--- config.mk ---
export PLATFORM = sky130hd
export DESIGN_NAME = ps2_host_tx
export DESIGN_NICKNAME = d
export VERILOG_FILES = /design/src/rtl/ps2_pkg.sv /design/src/rtl/ps2_line_sync.sv /design/src/rtl/ps2_host_tx.sv
export SDC_FILE = /design/constraint.sdc
export NUM_CORES = 1
export LEC_CHECK = 0
export CAP_MARGIN = 0
export CORE_MARGIN = 1.5
export CORE_UTILIZATION = 45
export DETAILED_ROUTE_END_ITERATION = 10
export HOLD_SLACK_MARGIN = 0.08
export SYNTH_ARGS = -nofsm -noshare
export SYNTH_HDL_FRONTEND = slang
export SYNTH_SLANG_ARGS = --single-unit
--- constraint.sdc ---
create_clock -name clk -period 2.32 [get_ports clk]
set_clock_uncertainty 0.2 [all_clocks]
set_input_delay 0.696 -clock clk [delete_from_list [all_inputs] [get_ports clk]]
set_output_delay 0.696 -clock clk [all_outputs]
set_load 0.1 [all_outputs]
--- src/rtl/ps2_pkg.sv ---
// Shared PS/2 definitions: FSM state encodings, common command bytes and frame size.
package ps2_pkg;

  localparam logic [2:0] ST_IDLE      = 3'd0;
  localparam logic [2:0] ST_INHIBIT   = 3'd1;
  localparam logic [2:0] ST_REQ       = 3'd2;
  localparam logic [2:0] ST_SHIFT     = 3'd3;
  localparam logic [2:0] ST_ACK       = 3'd4;
  localparam logic [2:0] ST_WAIT_IDLE = 3'd5;

  localparam logic [7:0] CMD_SET_LED = 8'hED;
  localparam logic [7:0] CMD_RESET   = 8'hFF;
  localparam logic [7:0] CMD_ENABLE  = 8'hF4;

  // start + 8 data + parity + stop
  localparam int FRAME_BITS = 11;

  function automatic logic odd_parity(input logic [7:0] d);
    return ~^d;
  endfunction

endpackage

--- src/rtl/ps2_line_sync.sv ---
// Two-flop synchronizer for the PS/2 clock/data pads with a 2-sample stability
// filter; fall/rise are single-cycle pulses of the filtered clock.
module ps2_line_sync (
  input  logic clk,
  input  logic reset,
  input  logic clk_pad,
  input  logic dat_pad,
  output logic clk_s,
  output logic dat_s,
  output logic fall,
  output logic rise
);

  // [0],[1] form the synchronizer; [2] is the previous synchronized sample
  logic [2:0] clk_sh;
  logic [2:0] dat_sh;

  always_ff @(posedge clk or posedge reset) begin
    if (reset) begin
      clk_sh <= 3'b111;
      dat_sh <= 3'b111;
      clk_s  <= 1'b1;
      dat_s  <= 1'b1;
      fall   <= 1'b0;
      rise   <= 1'b0;
    end else begin
      clk_sh <= {clk_sh[1:0], clk_pad};
      dat_sh <= {dat_sh[1:0], dat_pad};
      fall   <= 1'b0;
      rise   <= 1'b0;
      // single-cycle glitches never see two equal samples and are dropped
      if (clk_sh[2] == clk_sh[1]) begin
        clk_s <= clk_sh[1];
        fall  <= clk_s & ~clk_sh[1];
        rise  <= ~clk_s & clk_sh[1];
      end
      if (dat_sh[2] == dat_sh[1]) begin
        dat_s <= dat_sh[1];
      end
    end
  end

endmodule

--- src/rtl/ps2_host_tx.sv ---
// PS/2 host-to-device transmitter driving open-drain clock/data via output enables.
// Build option: define PS2_HOST_TX_RETRY_EN to re-run a failed frame once before tx_err.
module ps2_host_tx
  import ps2_pkg::*;
#(
  parameter int INHIBIT_CYC = 1600,
  parameter int TIMEOUT_CYC = 32000,
  parameter int CNT_W       = 16
) (
  input  logic       clk,
  input  logic       reset,
  input  logic [7:0] tx_data,
  input  logic       tx_valid,
  output logic       tx_ready,
  output logic       tx_done,
  output logic       tx_err,
  output logic       tx_busy,
  input  logic       ps2_clk_in,
  input  logic       ps2_dat_in,
  output logic       ps2_clk_oe,
  output logic       ps2_dat_oe,
  output logic [2:0] state_dbg
);

  // Handshake: a request is taken on any cycle with tx_valid && tx_ready;
  // tx_ready is high only in IDLE, so tx_valid while busy has no effect.

  localparam int CNT_MAX = (1 << CNT_W) - 1;
  // INHIBIT ends one cycle early because REQ keeps the clock low for one more
  localparam logic [CNT_W-1:0] INH_LAST = CNT_W'(INHIBIT_CYC - 2);
  localparam logic [CNT_W-1:0] TO_LAST  =
    CNT_W'((TIMEOUT_CYC - 1 > CNT_MAX) ? CNT_MAX : TIMEOUT_CYC - 1);
  localparam logic [3:0] STOP_IDX   = 4'(FRAME_BITS - 2);
  localparam logic [3:0] PARITY_IDX = 4'(FRAME_BITS - 3);

  logic [2:0]       state;
  logic [CNT_W-1:0] cnt;
  logic [CNT_W-1:0] cnt_step;
  logic [7:0]       data_q;
  logic             par_q;
  logic [3:0]       bit_idx;
  logic             clk_s, dat_s, fall, rise;
  logic             line_phase, nack, timeout, fail;
`ifdef PS2_HOST_TX_RETRY_EN
  logic             retried;
`endif

  ps2_line_sync u_sync (
    .clk     (clk),
    .reset   (reset),
    .clk_pad (ps2_clk_in),
    .dat_pad (ps2_dat_in),
    .clk_s   (clk_s),
    .dat_s   (dat_s),
    .fall    (fall),
    .rise    (rise)
  );

  always_comb begin
    line_phase = (state == ST_SHIFT) || (state == ST_ACK) || (state == ST_WAIT_IDLE);
    cnt_step   = (&cnt) ? cnt : cnt + 1'b1;
    nack       = (state == ST_ACK) && fall && dat_s;
    timeout    = line_phase && !(fall || rise) && (cnt >= TO_LAST);
    fail       = nack || timeout;
  end

  assign tx_ready  = (state == ST_IDLE);
  assign tx_busy   = ~tx_ready;
  assign state_dbg = state;

  always_ff @(posedge clk or posedge reset) begin
    if (reset) begin
      state      <= ST_IDLE;
      cnt        <= '0;
      data_q     <= '0;
      par_q      <= 1'b0;
      bit_idx    <= '0;
      ps2_clk_oe <= 1'b0;
      ps2_dat_oe <= 1'b0;
      tx_done    <= 1'b0;
      tx_err     <= 1'b0;
`ifdef PS2_HOST_TX_RETRY_EN
      retried    <= 1'b0;
`endif
    end else begin
      tx_done <= 1'b0;
      tx_err  <= 1'b0;
      if (fail) begin
        ps2_dat_oe <= 1'b0;
        cnt        <= '0;
`ifdef PS2_HOST_TX_RETRY_EN
        if (!retried) begin
          retried    <= 1'b1;
          ps2_clk_oe <= 1'b1;
          state      <= ST_INHIBIT;
        end else begin
          ps2_clk_oe <= 1'b0;
          tx_err     <= 1'b1;
          state      <= ST_IDLE;
        end
`else
        ps2_clk_oe <= 1'b0;
        tx_err     <= 1'b1;
        state      <= ST_IDLE;
`endif
      end else begin
        case (state)
          ST_IDLE: begin
            if (tx_valid) begin
              data_q     <= tx_data;
              par_q      <= odd_parity(tx_data);
              ps2_clk_oe <= 1'b1;
              ps2_dat_oe <= 1'b0;
              cnt        <= '0;
              state      <= ST_INHIBIT;
`ifdef PS2_HOST_TX_RETRY_EN
              retried    <= 1'b0;
`endif
            end
          end
          ST_INHIBIT: begin
            if (cnt == INH_LAST) begin
              ps2_dat_oe <= 1'b1;
              state      <= ST_REQ;
            end else begin
              cnt <= cnt_step;
            end
          end
          ST_REQ: begin
            ps2_clk_oe <= 1'b0;
            bit_idx    <= '0;
            cnt        <= '0;
            state      <= ST_SHIFT;
          end
          ST_SHIFT: begin
            cnt <= (fall || rise) ? '0 : cnt_step;
            if (fall) begin
              bit_idx <= bit_idx + 1'b1;
              if (bit_idx == STOP_IDX) begin
                ps2_dat_oe <= 1'b0;
                state      <= ST_ACK;
              end else if (bit_idx == PARITY_IDX) begin
                ps2_dat_oe <= ~par_q;
              end else begin
                ps2_dat_oe <= ~data_q[bit_idx[2:0]];
              end
            end
          end
          ST_ACK: begin
            cnt <= (fall || rise) ? '0 : cnt_step;
            if (fall) state <= ST_WAIT_IDLE;
          end
          ST_WAIT_IDLE: begin
            cnt <= (fall || rise) ? '0 : cnt_step;
            if (clk_s && dat_s) begin
              tx_done <= 1'b1;
              state   <= ST_IDLE;
            end
          end
          default: begin
            ps2_clk_oe <= 1'b0;
            ps2_dat_oe <= 1'b0;
            state      <= ST_IDLE;
          end
        endcase
      end
    end
  end

endmodule

After elaboration in Yosys (flattened, before gate mapping)
Index checks and enable logic that the tools add are counted.
{ "totals": {"register_bits": 46, "inputBits": 13, "output_inout_bits": 9, "wordCells": 105} }
{ "op_classes": {"n_addsub": 2, "order_cmp": 2, "n_eq_ne": 20, "muxes": 34, "bitwise": 8, "n_reduce_logical": 24} }
{ "ops": {"columns": ["cell", "count"], "rows": [
  ["2-to-1 mux 16 bit", 5],
  ["one-hot mux 16 bit (4 select lines)", 1],
  ["2-to-1 mux 3 bit", 7],
  ["one-hot mux 3 bit (6 select lines)", 1],
  ["adder 16 x 1 -> 16 bit, second input constant", 1],
  ["== test 16 x 11 -> 1 bit, second input constant", 1],
  ["greater-or-equal comparator 16 x 15 -> 1 bit, second input constant", 1],
  ["AND reduction 16 bit", 1],
  ["2-to-1 mux 1 bit", 15],
  ["inequality test 3 x 2 -> 1 bit, second input constant", 5],
  ["AND reduction 3 bit", 3],
  ["== test 4 bit, second input constant", 2],
  ["one-hot mux 4 bit (2 select lines)", 1],
  ["XNOR reduction 8 bit", 1],
  ["== test 3 x 2 -> 1 bit, second input constant", 2],
  ["== test 3 bit, second input constant", 2],
  ["inequality test 2 x 1 -> 1 bit, second input constant", 3],
  ["inequality test 3 bit, second input constant", 2],
  ["NOT 1 bit", 6],
  ["AND reduction 6 bit", 1],
  ["OR reduction 3 bit", 2],
  ["logical AND 1 bit", 5],
  ["nonzero test 5 bit", 1],
  ["adder 4 x 1 -> 4 bit, second input constant", 1],
  ["15 further kinds", 20]
]} }

Longest topological paths before layout
Gate-level depths: netlist (run 1).
{ "depth": {"depth_word": 8, "depth_mapped": 9} }

Hierarchy
From an unflattened synthesis (run 1), not the netlist that was laid out.
{ "unflattened": {"hier_cells": 261, "area_unflattened_um2": 2539.9} }
{ "by_module_without_submodules": {"columns": ["mod", "instances", "cells_each", "area_per_inst_um2", "seq_area_each_um2"], "rows": [
  ["ps2_host_tx", 1, 246, 2235.9, 900.9],
  ["ps2_line_sync", 1, 15, 304.0, 260.2]
]} }

Least setup slack after synthesis (run 1)
OpenSTA, ideal clock, no wires.
{ "synth_path": {"path_type": "reg-to-output", "from": "register state[0] (netlist: state_dbg[0])", "to": "output port tx_busy", "arrival_ps": 4555, "t_required_ps": 1424, "slack_ps": -3131, "path_stages_with_launch": 4, "n_path_buf": 1, "cell_sequence": "dfrtp_1 buf_2 nor3_1 inv_1"} }
{ "synth_between": {"elab_chain_len": 2} }
{ "synth_rtl": {"columns": ["element", "line_no", "text"], "rows": [
  ["from (decl)", "ps2_host_tx.sv:36", "logic [2:0] state;"],
  ["from (signal assigned)", "ps2_host_tx.sv:73", "state <= ST_IDLE;"],
  ["from (signal assigned)", "ps2_host_tx.sv:104", "state <= ST_IDLE;"],
  ["from (signal assigned)", "ps2_host_tx.sv:115", "state <= ST_INHIBIT;"],
  ["zero test 3 bit", "ps2_host_tx.sv:67", "assign tx_ready = (state == ST_IDLE);"],
  ["net tx_ready", "ps2_host_tx.sv:14", "output logic tx_ready,"],
  ["NOT 1 bit", "ps2_host_tx.sv:68", "assign tx_busy = ~tx_ready;"],
  ["to (decl)", "ps2_host_tx.sv:17", "output logic tx_busy,"]
]} }
The timed path passes the listed nets, and every way through them passes these cells.

Final worst setup path (run 1)
{ "layout_path": {"from": "input port tx_valid", "to": "register cnt[11]"} }
{ "layout_between": {"elab_chain_len": 2} }
{ "layout_rtl": {"columns": ["element", "line_no", "text"], "rows": [
  ["from (decl)", "ps2_host_tx.sv:13", "input logic tx_valid,"],
  ["inequality test 3 x 2 -> 1 bit (no line)", null, null],
  ["AND reduction 3 bit (no line)", null, null],
  ["to (signal assigned)", "ps2_host_tx.sv:126", "cnt <= cnt_step;"],
  ["to (signal assigned)", "ps2_host_tx.sv:136", "cnt <= (fall || rise) ? '0 : cnt_step;"],
  ["to (signal assigned)", "ps2_host_tx.sv:150", "cnt <= (fall || rise) ? '0 : cnt_step;"],
  ["to (decl)", "ps2_host_tx.sv:37", "logic [CNT_W-1:0] cnt;"]
]} }
No other way between the ends.
A chain may end at the register's enable or synchronous reset.

==> impl_metrics.env, run 1 <==
export IMPL_arrival_ns=2.27
export IMPL_power_density_nw_per_um2=859
export IMPL_antenna_found_initial=0
export IMPL_synth_edff_count=0
export IMPL_final_max_slew_viol_count=0
export IMPL_r2r_start="cnt[0]"
export IMPL_setup_violations=0
export IMPL_finalHoldViolCount=0
export IMPL_worst_setup_path_end_kind="flop"
export IMPL_p_total_w=0.00283
export IMPL_seq_area_frac_synth_pct=44.7
export IMPL_r2r_slack_ns=0.08
export IMPL_reg2reg_depth=8
export IMPL_ctsHtreeMaxLevel=2
export IMPL_synth_area_top_cells="dfrtp_1, dfstp_2, nand2_1"
export IMPL_muxShareOfSynthArea_pct=2.94
export IMPL_port_buffers=21
export IMPL_max_freq_ghz=0.438
export IMPL_die_h_microns=79.0
export IMPL_post_place_cells=366
export IMPL_slew_headroom_pct=75.1
export IMPL_fillers=501
export IMPL_overflow=0
export IMPL_grt_max_degree=47
export IMPL_start_util_pct=46.9
export IMPL_final_antenna_net_count=0
export IMPL_setup_worst_path_end="cnt[11]"
export IMPL_gp_congestion=0.860
export IMPL_drive_gt1_share_pct=27.7
export IMPL_synth_xor_area_share_pct=6.07
export IMPL_min_period_ns=2.28
export IMPL_worst_pin_slew_ns=0.370
export IMPL_cp_startpoint="tx_valid"
export IMPL_io_pins=22
export IMPL_grt_pass1_vias=2046
export IMPL_core_area_sq_um=5540
export IMPL_rsz0062_at_grt="true"
export IMPL_layout_cells_most_common_list="nand2_1, dfrtp_1, buf_4"
export IMPL_synth_fa_ha_area_share_pct=2.80
export IMPL_cts_tree="built"
export IMPL_synth_compound_area_share_pct=11.4
export IMPL_wirelength_microns=5560
export IMPL_grtUsageTotal_pct=19.6
export IMPL_p_leak_nw=1.38
export IMPL_via_per_inst=5.46
export IMPL_fin_nets=327
export IMPL_post_drt_wl_per_cell_microns=14.5
export IMPL_drc=0
export IMPL_synth_cell_types=53
export IMPL_clk_pin_slew_worst_paths_ns=0.09
export IMPL_maxCapViolations=0
export IMPL_synth_top_cell_by_area="dfrtp_1"
export IMPL_worstSetupStartpointType="primary input"
export IMPL_layout_commonest_cell="nand2_1"
export IMPL_critPathKind="primary input to flop"
export IMPL_numCtsBuffers=5
export IMPL_fin_cells=382
export IMPL_drt_iter0_markers=153
export IMPL_r2r_end="cnt[5]"
export IMPL_syn_area_per_cell_sq_um=9.69
export IMPL_synth_top_family_by_area="simple AND/OR/NAND/NOR gates"
export IMPL_peakVddDrop_mv=0.524
export IMPL_syn_cell_area_sq_um=2600
export IMPL_dp_final_hpwl_microns=3740
export IMPL_cts_root_buf="clkbuf_8"
export IMPL_status="finished clean"
export IMPL_clk_latency_ns=0.30
export IMPL_synth_nets=286
export IMPL_vias=2085
export IMPL_netlist_instances=268
export IMPL_final_period_utilization_pct=98.4
export IMPL_yosysTopAreaCellShare_pct=36.6
export IMPL_synth_ff_type="dfrtp_1"
export IMPL_grt_pass1_wl_microns=9690
export IMPL_area_delta_synth_final_pct=26.7
export IMPL_die_area_sq_um=6230
export IMPL_hp_class="flop to flop"
export IMPL_diodes=0
export IMPL_async_flop_share_pct=100
export IMPL_cts_max_path_buffers=2
export IMPL_die_w_microns=79.0
export IMPL_firstDrtPassIters=5
export IMPL_cp_max_fo=6
export IMPL_row_count=27
export IMPL_worstPathRequired_ns=2.31
export IMPL_cts_sinks=46
export IMPL_synth_simple_area_share_pct=27.6
export IMPL_ys_seq_elements=46
export IMPL_yosys_warnings=0
[layout make-up]
cell class,instances,area (sq um),area share (%)
timing repair buffer,45,505,15.4
tap,72,90.1,2.74
inverter,10,41.3,1.26
sequential,46,1170,35.6
clock buffer,5,68.8,2.09
clock inverter,3,21.3,0.647
multi-input combinational,201,1390,42.3
[cell families (layout without fill, tap and decap cells)]
group	Yosys count	after routing
compound gates	42	43
fa+ha+maj	6	6
flops	46	46
xor+xnor	18	18
mux	5	5
buf+inv	22	63
simple gates	129	129
[per-layer routing]
metal,part of all wire [%],track usage [%],up-vias
met1,49,27.9,1018
met5,0,0,-
met3,3.0,3.10,2
li1,-,-,1022
met4,0.49,4.39,0
met2,48,31.6,43
[per-stage QoR]
| stage | cell area (sq um) | setup WS (ns) | setup TNS (ns) | util (%) | hold slack, ns |
|---|---|---|---|---|---|
| detailed placement | 3080 | -0.379 | -5.31 | 55.7 | 0.147 |
| CTS | 3230 | 0.0102 | 0 | 58.2 | 0.160 |
| global placement | 3080 | -0.375 | -5.24 | 55.7 | 0.145 |
| finish | 3290 | 0.0381 | 0 | 59.3 | 0.158 |
| global route | 3290 | -0.00714 | -0.00751 | 59.3 | 0.160 |
| floorplan | 2640 | -1.07 | -3.77 | - | 0.145 |
[repair_timing]
item,4_1_cts,5_1_grt
cloned,0,1
hold buffers,0,0
setup endpoints to repair,15,18
setup buffers,5,2
gates resized for setup,2,11
pin swaps,1,1
[synthesized netlist by cell type, drive strengths merged (7+ instances only)]
cell,number
nor2,22
a21oi,10
dfstp,8
dfrtp,38
buf,7
nand3,15
o21ai,15
nand4,10
and3,9
nand2,47
xor2,10
inv,10
xnor2,8
[how the worst min path moves through the flow]
stage | from | to | slack (ns) | depth (start not counted)
2_1_floorplan | u_sync.clk_sh[0] | u_sync.clk_sh[1] | 0.15 | 0
3_3_place_gp | u_sync.clk_sh[0] | u_sync.clk_sh[1] | 0.15 | 0
3_5_place_dp | u_sync.clk_sh[0] | u_sync.clk_sh[1] | 0.15 | 0
4_1_cts | u_sync.clk_sh[0] | u_sync.clk_sh[1] | 0.16 | 0
5_1_grt | u_sync.dat_sh[0] | u_sync.dat_sh[1] | 0.16 | 0
6_report | u_sync.clk_sh[0] | u_sync.clk_sh[1] | 0.16 | 0
[registers in the layout, indices dropped and copies added, names as in the netlist]
register       cells
bit_idx            4
cnt               16
data_q             8
par_q              1
ps2_clk_oe         1
ps2_dat_oe         1
state_dbg          3
tx_done            1
tx_err             1
u_sync.clk_s       1
u_sync.clk_sh      3
u_sync.dat_s       1
u_sync.dat_sh      3
u_sync.fall        1
u_sync.rise        1
[report_power, final]
group / leakage [nW] / switching, W / total [W] / internal, W
registers: 0.583 / 0.0000963 / 0.00103 / 0.000938
clock network: 0.0441 / 0.000282 / 0.000494 / 0.000212
logic: 0.755 / 0.000772 / 0.00130 / 0.000526
[worst max-delay path: stages]
cell and delay (ns):
clkdlybuf4s50_1 0.46, or4_4 0.45, nand2_4 0.11, a21oi_2 0.09, and3_1 0.19, xnor2_1 0.23, nor2_4 0.04
Note: power is estimated with default switching activity, not from simulation.
==> run 2: changes to the inputs <==
Settings changed: GPL_TIMING_DRIVEN from default to 0.
==> run 2 against run 1 <==
Effect of this change: the flow now finishes with violations (negative setup slack); global-route usage down 0.57 points; maximum frequency down 3.2%; core utilization down 1.5 points; worst hold slack better by 0.0017 ns; clock power up 3%; final area down 2.5%; count of clock-buffer cells in the layout up 2; critical path type is now flop to output port; critical endpoint is now tx_busy; largest power group unchanged.
==> impl_metrics.env, run 2 (synthesis gave the netlist of run 1 again) <==
export IMPL_layout_cells_most_common_list="nand2_1, dfrtp_1, o21ai_0, nand3_1, nor2_1"
export IMPL_vias=2049
export IMPL_seq_area_sq_um=1170
export IMPL_worstPathRequired_ns=1.42
export IMPL_cts_tree="built"
export IMPL_status="finished, violations left"
export IMPL_worst_setup_path_end_kind="output port"
export IMPL_io_pins=22
export IMPL_core_area_sq_um=5540
export IMPL_multi_input_area_sq_um=1390
export IMPL_cp_max_fo=3
export IMPL_drc=0
export IMPL_start_util_pct=46.9
export IMPL_cts_max_path_buffers=2
export IMPL_final_max_slew_viol_count=0
export IMPL_grt_max_degree=25
export IMPL_via_per_inst=5.42
export IMPL_port_buffers=21
export IMPL_power_density_nw_per_um2=865
export IMPL_ctsHoldBuffers=0
export IMPL_cts_root_buf="clkbuf_8"
export IMPL_design_area_sq_um=3200
export IMPL_grtUsageTotal_pct=19.0
export IMPL_area_delta_synth_final_pct=23.4
export IMPL_row_count=27
export IMPL_arrival_ns=1.46
export IMPL_post_drt_wl_per_cell_microns=14.4
export IMPL_worstSetupStartpointType="flop"
export IMPL_largest_reg_flops=16
export IMPL_finalHoldViolCount=0
export IMPL_diodes=0
export IMPL_critPathKind="flop to output port"
export IMPL_clk_pin_slew_worst_paths_ns=0.09
export IMPL_hp_class="flop to flop"
export IMPL_fillers=506
export IMPL_worst_pin_slew_ns=0.559
export IMPL_drt_iter0_markers=80
export IMPL_reg_top3="cnt x16, data_q x8, bit_idx x4"
export IMPL_ctsHtreeMaxLevel=2
export IMPL_drive_gt1_share_pct=24.5
export IMPL_max_freq_ghz=0.424
export IMPL_die_w_microns=79.0
export IMPL_overflow=0
export IMPL_gp_congestion=0.862
export IMPL_min_period_ns=2.36
export IMPL_antenna_found_initial=0
export IMPL_fin_nets=323
export IMPL_die_area_sq_um=6230
export IMPL_fin_setup_tns_ns=-0.0380
export IMPL_die_h_microns=79.0
export IMPL_layout_commonest_cell="nand2_1"
export IMPL_top_register="cnt"
export IMPL_fin_util_pct=57.8
export IMPL_wirelength_microns=5460
export IMPL_violations="negative setup slack"
export IMPL_cts_sinks=46
export IMPL_numCtsBuffers=5
export IMPL_final_antenna_net_count=0
export IMPL_maxCapViolations=0
export IMPL_grt_pass1_vias=1962
export IMPL_firstDrtPassIters=4
export IMPL_peakVddDrop_mv=0.555
export IMPL_final_period_utilization_pct=102
export IMPL_dp_final_hpwl_microns=3820
export IMPL_grt_pass1_wl_microns=9380
export IMPL_clk_latency_ns=0.29
export IMPL_postPlaceCellArea_sq_um=2960
export IMPL_rsz0062_at_grt="true"
export IMPL_slew_headroom_pct=62.9
export IMPL_setup_ws_ns=-0.0380
export IMPL_setup_violations=1
export IMPL_p_leak_nw=1.35
run 2: what timing repair did:
item                                    in CTS  in global routing
pin swaps                                    3                  6
gates resized for setup                     43                  9
endpoints found under the setup margin      14                 14
setup buffers                                2                  7
run 2: metrics by stage:
| step | instances | hold slack [ns] | total power [W] | setup WS, ns |
|---|---|---|---|---|
| final | 378 | 0.160 | 0.00277 | -0.0380 |
| after global routing | 378 | 0.162 | 0.00293 | -0.117 |
| after CTS | 372 | 0.161 | 0.00272 | -0.0952 |
| after detailed placement | 362 | 0.147 | 0.00212 | -0.658 |
| after global placement | 361 | 0.146 | 0.00211 | -0.834 |
| after floorplan | 268 | 0.145 | 0.00187 | -1.07 |
run 2: final timing paths:
check                              endpoint  depth (start not counted)  slack, ns             start
max                                 tx_busy                          4      -0.04      state_dbg[0]
min                        u_sync.dat_sh[1]                          0       0.16  u_sync.dat_sh[0]
max reg2reg                          cnt[3]                          8       0.08      state_dbg[0]
min reg2reg                u_sync.dat_sh[1]                          0       0.16  u_sync.dat_sh[0]
max in group asynchronous      u_sync.clk_s                          3       0.78             reset
min in group asynchronous         data_q[6]                          2       0.56             reset
run 2: critical path: stages (launching register included):
cell	delay (ns)
dfrtp_4	0.50
buf_8	0.13
nor3_4	0.20
clkinvlp_4	0.16
buf_12	0.18
run 2: layout make-up:
class,instances,share of cell area (%)
clock buffers,7,2.69
plain buffers,11,2.93
multi-input cells,200,43.4
repair buffers,31,10.2
well taps,72,2.81
clock inverters,1,0.156
flip-flops and latches,46,36.5
inverters,10,1.29
run 2: metal layers:
metal  routed length [microns]  share of wire [%]  track usage [%]  vias up
met5                         0                  0                0        -
met4                        31               0.57             3.86        0
met3                       181                3.3             3.79        4
met2                      2550                 47             29.2       45
met1                      2690                 49             28.0      995
li1                          -                  -                -     1005
run 2: power breakdown:
group | switching, W | internal, W | leakage (nW)
Clock | 0.000270 | 0.000241 | 0.0482
Combinational | 0.000760 | 0.000470 | 0.715
Sequential | 0.0000915 | 0.000938 | 0.583
Total | 0.00112 | 0.00165 | 1.35
==> run 3: changes to the inputs <==
Settings changed: PLACE_DENSITY_LB_ADDON from default to 0.2.
Clock period 2.32 ns to 2.3 ns, I/O delays scaled along.
==> run 3 against run 2 <==
Effect of this change: the run still ends with negative setup slack left; critical endpoint is now tx_ready; global-route usage increased by 0.62 points; wire length fell by 1.3%; critical path type unchanged; combinational power about the same; power rose by 0.97%.
==> impl_metrics.env, run 3 (synthesis gave the netlist of run 1 again) <==
export IMPL_setup_violations=2
export IMPL_worstPathRequired_ns=1.41
export IMPL_cp_max_fo=3
export IMPL_reg2reg_depth=8
export IMPL_cp_startpoint="state_dbg[0]"
export IMPL_path_cells="buf_8 -> nor3_4 -> buf_4 -> buf_12"
export IMPL_layout_cells_most_common_list="nand2_1, dfrtp_1, nand3_1"
export IMPL_final_period_utilization_pct=101
export IMPL_dp_final_hpwl_microns=3770
export IMPL_vias=2035
export IMPL_diodes=0
export IMPL_wl_met1_microns=2690
export IMPL_fin_cells=375
export IMPL_reg_top3="cnt x16, data_q x8, bit_idx x4"
export IMPL_post_drt_wl_per_cell_microns=14.4
export IMPL_row_count=27
export IMPL_dr_wl_met2_microns=2490
export IMPL_top_register="cnt"
export IMPL_r2r_end="cnt[7]"
export IMPL_cts_root_buf="clkbuf_8"
export IMPL_worstSetupStartpointType="flop"
export IMPL_grt_pass1_wl_microns=9660
export IMPL_slew_headroom_pct=62.7
export IMPL_fin_nets=320
export IMPL_cts_sinks=46
export IMPL_violations="negative setup slack"
export IMPL_arrival_ns=1.44
export IMPL_antenna_found_initial=0
export IMPL_die_area_sq_um=6230
export IMPL_clk_latency_ns=0.30
export IMPL_power_density_nw_per_um2=878
export IMPL_firstDrtPassIters=4
export IMPL_slowest_delay_ns=0.50
export IMPL_clk_pin_slew_worst_paths_ns=0.09
export IMPL_via_per_inst=5.43
export IMPL_cts_max_path_buffers=2
export IMPL_highest_layer="met4"
export IMPL_gp_congestion=0.858
export IMPL_worst_pin_slew_ns=0.562
export IMPL_port_buffers=21
export IMPL_setup_ws_ns=-0.0340
export IMPL_r2r_start="state_dbg[0]"
export IMPL_numCtsBuffers=5
export IMPL_overflow=0
export IMPL_io_pins=22
export IMPL_largest_reg_flops=16
export IMPL_fin_setup_tns_ns=-0.0480
export IMPL_final_antenna_net_count=0
export IMPL_die_w_microns=79.0
export IMPL_finalHoldViolCount=0
export IMPL_drt_iter0_markers=82
export IMPL_start_util_pct=46.9
export IMPL_grtUsageTotal_pct=19.7
export IMPL_maxCapViolations=0
export IMPL_critPathKind="flop to output port"
export IMPL_drive_gt1_share_pct=25.1
export IMPL_status="finished, violations left"
export IMPL_fin_util_pct=57.5
export IMPL_min_period_ns=2.33
export IMPL_ctsHtreeMaxLevel=2
export IMPL_hp_class="flop to flop"
export IMPL_grt_pass1_vias=1999
export IMPL_final_max_slew_viol_count=0
export IMPL_ctsHoldBuffers=0
export IMPL_post_place_cells=362
export IMPL_die_h_microns=79.0
export IMPL_wirelength_microns=5390
export IMPL_drc=0
export IMPL_area_delta_synth_final_pct=22.8
export IMPL_r2r_slack_ns=0.11
export IMPL_cts_tree="built"
export IMPL_critPathSlowestCell="dfrtp_4"
export IMPL_max_freq_ghz=0.428
export IMPL_rsz0062_at_grt="true"
export IMPL_worst_setup_path_end_kind="output port"
export IMPL_core_area_sq_um=5540
export IMPL_route_met3_wl_microns=151
export IMPL_peakVddDrop_mv=0.498
export IMPL_p_leak_nw=1.33
export IMPL_grt_max_degree=30
export IMPL_layout_commonest_cell="nand2_1"
export IMPL_setup_worst_path_end="tx_ready"
-- run 3: area by class of cell --
class | count | area [sq um]
multi-input combinational | 200 | 1400
timing repair buffer | 28 | 300
buffer | 11 | 93.8
clock inverter | 2 | 12.5
sequential | 46 | 1170
tap | 72 | 90.1
fill | 515 | 2350
inverter | 10 | 41.3
clock buffer | 6 | 82.6
-- run 3: critical path, delay by kind of cell, from the launching register on --
family / cells / cell delay [ns]
flip-flops: 1 / 0.50
buffers and inverters: 3 / 0.47
AND/OR/NAND/NOR: 1 / 0.17
-- run 3: how the worst min path moves through the flow --
| stage | from | endpoint | slack, ns | depth (start not counted) |
|---|---|---|---|---|
| after CTS | u_sync.clk_sh[0] | u_sync.clk_sh[1] | 0.16 | 0 |
| after global placement | u_sync.clk_sh[0] | u_sync.clk_sh[1] | 0.15 | 0 |
| after floorplan | u_sync.clk_sh[0] | u_sync.clk_sh[1] | 0.15 | 0 |
| after detailed placement | u_sync.clk_sh[0] | u_sync.clk_sh[1] | 0.15 | 0 |
| after global routing | u_sync.dat_sh[0] | u_sync.dat_sh[1] | 0.17 | 0 |
| final | u_sync.dat_sh[0] | u_sync.dat_sh[1] | 0.16 | 0 |
-- run 3: power breakdown --
part / switching [W] / total, W / internal (W) / leakage, nW
Combinational: 0.000767 / 0.00124 / 0.000470 / 0.701
Sequential: 0.0000922 / 0.00104 / 0.000947 / 0.581
Clock: 0.000280 / 0.000522 / 0.000242 / 0.0472
Total: 0.00114 / 0.00280 / 0.00166 / 1.33
-- run 3: metal layers --
metal / track usage (%) / vias to the layer above
met4: 6.67 / 0
met1: 29.3 / 991
met5: 0 / -
met3: 2.87 / 4
li1: - / 1004
met2: 29.3 / 36
-- run 3: timing repair --
item	CTS	global route
setup endpoints to repair	14	17
pin swaps	3	4
setup buffers	4	2
gates resized for setup	45	14
-- run 3: stage by stage --
stage | worst slack [ns] | total power (W) | hold WS (ns) | area (sq um)
2_1_floorplan | -1.09 | 0.00189 | 0.145 | 2640
4_1_cts | -0.158 | 0.00277 | 0.160 | 3140
5_1_grt | -0.0914 | 0.00296 | 0.168 | 3190
3_3_place_gp | -0.857 | 0.00212 | 0.145 | 2940
3_5_place_dp | -0.689 | 0.00214 | 0.147 | 2960
6_report | -0.0340 | 0.00280 | 0.160 | 3190
